$ cat src/rtl/s298_unfolded_core.sv
// Unfolded (full-scan) combinational view of an s298-class circuit: the present state
// enters on ppi, the next state leaves on ppo, and everything is built from gate primitives.
module s298_unfolded_core (
  input  logic clk,
  input  logic rst,
  input  logic g0, g1, g2,
  output logic po0, po1, po2, po3, po4, po5,
  input  logic ppi0, ppi1, ppi2, ppi3, ppi4, ppi5, ppi6, ppi7, ppi8, ppi9,
  input  logic ppi10, ppi11, ppi12, ppi13, ppi14, ppi15, ppi16, ppi17, ppi18, ppi19,
  input  logic ppi20, ppi21, ppi22, ppi23, ppi24,
  output logic ppo0, ppo1, ppo2, ppo3, ppo4, ppo5, ppo6, ppo7, ppo8, ppo9,
  output logic ppo10, ppo11, ppo12, ppo13, ppo14, ppo15, ppo16, ppo17, ppo18, ppo19,
  output logic ppo20, ppo21, ppo22, ppo23, ppo24
);

  wire        unused_clk;
  wire        rst_n, g0_n, g2_n;
  wire [7:0]  c, sum, nc;
  wire [8:0]  cy;
  wire [5:0]  k, nk;
  wire [10:0] a, ck, na;
  wire        k0x, c_any, c_zero, m0, m1;
  wire [5:0]  raw_po, po_v;
  wire [24:0] raw_ppo, ppo_v;

  assign unused_clk = clk;

  assign c = {ppi7, ppi6, ppi5, ppi4, ppi3, ppi2, ppi1, ppi0};
  assign k = {ppi13, ppi12, ppi11, ppi10, ppi9, ppi8};
  assign a = {ppi24, ppi23, ppi22, ppi21, ppi20, ppi19, ppi18, ppi17, ppi16, ppi15, ppi14};

  not u_rst_n (rst_n, rst);
  not u_g0_n  (g0_n, g0);
  not u_g2_n  (g2_n, g2);

  // Ripple incrementer: carry-in is the count enable, carry-out doubles as po0.
  buf u_cy0 (cy[0], g1);
  genvar i;
  for (i = 0; i < 8; i++) begin : g_cnt
    xor u_sum (sum[i], c[i], cy[i]);
    and u_cy  (cy[i+1], c[i], cy[i]);
    and u_clr (nc[i], g0_n, sum[i]);
  end

  // Ring rotate-left; clear loads 6'b000001, so bit 0 is OR-forced rather than masked.
  xor u_k0x (k0x, k[5], g2);
  or  u_k0  (nk[0], g0, k0x);
  for (i = 1; i < 6; i++) begin : g_ring
    and u_rot (nk[i], g0_n, k[i-1]);
  end

  assign ck = {c, k[2:0]};
  for (i = 0; i < 11; i++) begin : g_acc
    xor u_acc (na[i], a[i], ck[i]);
  end

  buf u_po0 (raw_po[0], cy[8]);
  xor u_po1 (raw_po[1], k[0], k[1], k[2], k[3], k[4], k[5]);
  or  u_po2 (raw_po[2], a[0], a[1], a[2], a[3], a[4], a[5], a[6], a[7], a[8], a[9], a[10]);
  or  u_cany (c_any, c[0], c[1], c[2], c[3], c[4], c[5], c[6], c[7]);
  not u_cz  (c_zero, c_any);
  or  u_po3 (raw_po[3], g0, c_zero);
  and u_m1  (m1, g2, k[5]);
  and u_m0  (m0, g2_n, k[0]);
  or  u_po4 (raw_po[4], m1, m0);
  xor u_po5 (raw_po[5], g0, g1, g2, a[0]);

  assign raw_ppo = {na, nk, nc};

  // Reset is a plain AND gate on every output, so it acts without any clock.
  for (i = 0; i < 6; i++) begin : g_gpo
    and u_gpo (po_v[i], rst_n, raw_po[i]);
  end
  for (i = 0; i < 25; i++) begin : g_gppo
    and u_gppo (ppo_v[i], rst_n, raw_ppo[i]);
  end

  assign po0 = po_v[0];
  assign po1 = po_v[1];
  assign po2 = po_v[2];
  assign po3 = po_v[3];
  assign po4 = po_v[4];
  assign po5 = po_v[5];

  assign ppo0  = ppo_v[0];
  assign ppo1  = ppo_v[1];
  assign ppo2  = ppo_v[2];
  assign ppo3  = ppo_v[3];
  assign ppo4  = ppo_v[4];
  assign ppo5  = ppo_v[5];
  assign ppo6  = ppo_v[6];
  assign ppo7  = ppo_v[7];
  assign ppo8  = ppo_v[8];
  assign ppo9  = ppo_v[9];
  assign ppo10 = ppo_v[10];
  assign ppo11 = ppo_v[11];
  assign ppo12 = ppo_v[12];
  assign ppo13 = ppo_v[13];
  assign ppo14 = ppo_v[14];
  assign ppo15 = ppo_v[15];
  assign ppo16 = ppo_v[16];
  assign ppo17 = ppo_v[17];
  assign ppo18 = ppo_v[18];
  assign ppo19 = ppo_v[19];
  assign ppo20 = ppo_v[20];
  assign ppo21 = ppo_v[21];
  assign ppo22 = ppo_v[22];
  assign ppo23 = ppo_v[23];
  assign ppo24 = ppo_v[24];

endmodule

$ cat config.mk
export PLATFORM = sky130hd
export DESIGN_NAME = s298_unfolded_core
export DESIGN_NICKNAME = d
export VERILOG_FILES = /design/src/rtl/s298_unfolded_core.sv
export SDC_FILE = /design/constraint.sdc
export NUM_CORES = 1
export LEC_CHECK = 0
export BUFFER_PORTS_ARGS = -buffer_cell sky130_fd_sc_hd__buf_2
export CORE_MARGIN = 1
export CORE_UTILIZATION = 35
export DETAILED_ROUTE_END_ITERATION = 7
export PLACE_DENSITY = 0.86
export SLEW_MARGIN = 20
export SYNTH_ARGS = -nofsm -noshare
export SYNTH_HDL_FRONTEND = slang
export SYNTH_SLANG_ARGS = --single-unit
$ cat constraint.sdc
create_clock -name vclk -period 4.95
set_clock_uncertainty 0.2 [all_clocks]
set_input_delay 1.2375 -clock vclk [all_inputs]
set_output_delay 1.2375 -clock vclk [all_outputs]
set_load 0.005 [all_outputs]
Yosys cells after proc, flatten, opt, wreduce, memory -nomap -nowiden
Index checks and enable logic that the tools add are counted.

Word-level logic and storage cells: 85. Flip-flop bits (word level): 0. Input bits: 30. Output and inout bits: 31.

Reductions and logical operators: 4. Bitwise operators: 81.

Operators with widths (number): $and A1 B1 Y1 (54); $xor A1 B1 Y1 (20); $reduce_or A11 Y1 (1); $reduce_or A8 Y1 (1); $reduce_xor A6 Y1 (1); $not A1 Y1 (4); $reduce_xor A4 Y1 (1); $or A1 B1 Y1 (3).

Depth between registers and ports, before layout
Depth in word-level cells: 10. Depth in mapped cells: 9. Gate-level depth less buffers: 9.

Worst setup path after synthesis
No wires, ideal clock.

Path kind: in2out. From: input port g1. To: output port ppo7. Data required time: 3.513 ns. Buffers on the path: 0. Slack: 0.682 ns. Stages: 9. Data arrival time: 2.831 ns. Cell sequence: ha_1 > ha_1 > ha_1 > ha_1 > ha_1 > ha_1 > ha_1 > ha_1 > and2_1.

Word-level cells in the longest chain between the ends: 10.

RTL lines: start, declared (line 6) `input logic g0, g1, g2,`; $and A1 B1 Y1 (7 in series) (line 41) `and u_cy (cy[i+1], c[i], cy[i]);`; $xor A1 B1 Y1 (line 40) `xor u_sum (sum[i], c[i], cy[i]);`; $and A1 B1 Y1 (line 42) `and u_clr (nc[i], g0_n, sum[i]);`; $and A1 B1 Y1 (line 75) `and u_gppo (ppo_v[i], rst_n, raw_ppo[i]);`; end, declared (line 11) `output logic ppo0, ppo1, ppo2, ppo3, ppo4, ppo5, ppo6, ppo7, ppo8, ppo9,`.

No other way between the ends.

Worst setup path after layout
Same ends and word-level chain as after synthesis.

==> impl_metrics.json <==
{
  "synth.area.top_cells": "xnor2_1, ha_1, and2_1",
  "synth_cell_types": 15,
  "synthMuxAreaShare_pct": 1.95,
  "worst_slack_ns": 0.395,
  "nets": 167,
  "grt-ovfl-total": 0,
  "p_leak_nw": 0.481,
  "routed_wl_um": 1560,
  "cts_resized": 0,
  "cp_slowest_cell": "ha_1",
  "maxCapViolations": 0,
  "outcome": "finished, final reports clean",
  "synth_fa_ha_area_share_pct": 19.5,
  "cpMostUsedCell": "ha_1",
  "grt_max_degree": 20,
  "synth_warnings": 0,
  "design.seq.count": 0,
  "die_y_um": 40.3,
  "grt_pass1_vias": 523,
  "postSynthCellCount": 70,
  "p_int_uw": 38.8,
  "powerDensity_nw_per_um2": 88.2,
  "register_area_sq_um": 0,
  "drc_errors": 0,
  "place_ws_ns": 0.379,
  "netlist.area_leader.share_pct": 27.3,
  "min_period_ns": 4.56,
  "row_count": 13,
  "tns_ns": 0,
  "yosysTopAreaCell": "xnor2_1",
  "pwr-share-clk_pct": 0,
  "grt_usage_pct": 17.8,
  "grt_setup_unrepaired": "no",
  "syn_area_sq_um": 514,
  "final_cell_mix": "buf_2, nor2_1, xnor2_1, and2_1, ha_1",
  "antenna_found_initial": 0,
  "ys_seq_area_share_pct": 0,
  "drive_gt1_share_pct": 48.0,
  "numPortBuffers": 60,
  "grt_pass1_wl_um": 2040,
  "final_util_pct": 60.5,
  "worstPathRequired_ns": 3.51,
  "nClkBuffers": 0,
  "ant_nets": 0,
  "irDropWorstVdd_v": 0.0000390,
  "synth-simple-area-share_pct": 36.3,
  "setup_violations": 0,
  "die_area_sq_um": 1630,
  "area_delta_synth_final_pct": 56.9,
  "final_common_cell": "buf_2",
  "vias": 666,
  "dr.pass1.iters": 4,
  "worstPathMaxFanout": 2,
  "synth-compound-area-share_pct": 2.19,
  "cts-hold-fix-buffers": 0,
  "final_max_slew_viol_count": 0,
  "synth_top_family_by_area": "simple AND/OR/NAND/NOR gates",
  "p_sw_share_pct": 45.5,
  "hpwl_um": 1420,
  "n_antenna_cell": 0,
  "startpoint_type": "primary input",
  "slowest_delay_ns": 0.26,
  "io_pins": 61,
  "cts_setup_buffers": 0,
  "synth_xor_area_share_pct": 35.0,
  "syn_avg_cell_area_sq_um": 7.35,
  "seqPwrFrac_pct": 0,
  "drtIter0Drc": 3,
  "gp_congestion": 0.627,
  "chipWidth_um": 40.3,
  "crit_path_cell_trace": "buf_2 > ha_1 > ha_1 > ha_1 > ha_1 > ha_1 > ha_1 > ha_1 > ha_1 > and2_1 > buf_2",
  "start_util_pct": 38.6,
  "drt-wirelength-per-cell_um": 11.0,
  "period_share_pct": 92.0,
  "viasPerCell": 4.69,
  "crit_arrival_ns": 3.12,
  "hold_violations": 0,
  "critPathKind": "in -> out",
  "fillCellCount": 137,
  "core_area_sq_um": 1330,
  "fmax_mhz": 220,
  "slew_headroom_pct": 60.5,
  "min-delay-path-class": "in -> out",
  "combPwrFrac_pct": 100.0,
  "power.switching_uw": 32.4,
  "synth_nets": 108,
  "crit_path_end_kind": "output pin",
  "worst_pin_slew_ns": 0.590
}
cell usage after synthesis:
cell and number:
and2_2 1, mux2i_1 1, a21oi_1 1, a31oi_1 1
nor2b_1 1, xor2_1 2, nor3_1 1, ha_1 8
xnor3_1 1, nor2_1 18, nor4_1 4, clkbuf_1 1
xnor2_1 16, buf_6 2, and2_1 12
per-stage QoR:
| step | std cells | cell area (sq um) | power (mW) | hold WS [ns] |
|---|---|---|---|---|
| 6_report | 142 | 807 | 0.0712 | 2.58 |
| 3_3_place_gp | 142 | 807 | 0.0691 | 2.57 |
| 4_1_cts | 142 | 807 | 0.0722 | 2.58 |
| 2_1_floorplan | 70 | 514 | 0.0367 | 2.39 |
| 5_1_grt | 142 | 807 | 0.0809 | 2.60 |
| 3_5_place_dp | 142 | 807 | 0.0719 | 2.58 |
power by group through the flow:
stage	registers (mW)	logic, mW	clock network, mW
final	0	0.0712	0
after global routing	0	0.0809	0
after CTS	0	0.0722	0
after detailed placement	0	0.0719	0
after global placement	0	0.0691	0
after floorplan	0	0.0367	0
layer usage:
layer	wire [um]	track usage [%]
met2	859	37.7
met1	617	19.2
met4	0	1.67
met5	0	0
met3	80	0.556
logic make-up after synthesis:
group           Yosys count
simple gates             37
xor+xnor                 19
fa+ha+maj                 8
buf+inv                   3
compound gates            2
mux                       1
worst max-delay path, delay by kind of cell:
family | cells | cell delay, ns
and+or+nand+nor | 1 | 0.13
buffers and inverters | 2 | 0.24
adders and majority gates | 8 | 1.53
area by class of cell:
class,count,area [sq um],area share (%)
Multi-Input combinational cell,67,488,60.5
Timing Repair Buffer,60,300,37.2
Tap cell,15,18.8,2.33
path summary, 6_finish.rpt:
path,to,slack (ns),cells past startpoint,start
max,ppo7,0.39,11,g1
min,ppo13,2.58,3,ppi12
Note: power is estimated with default switching activity, not from simulation.
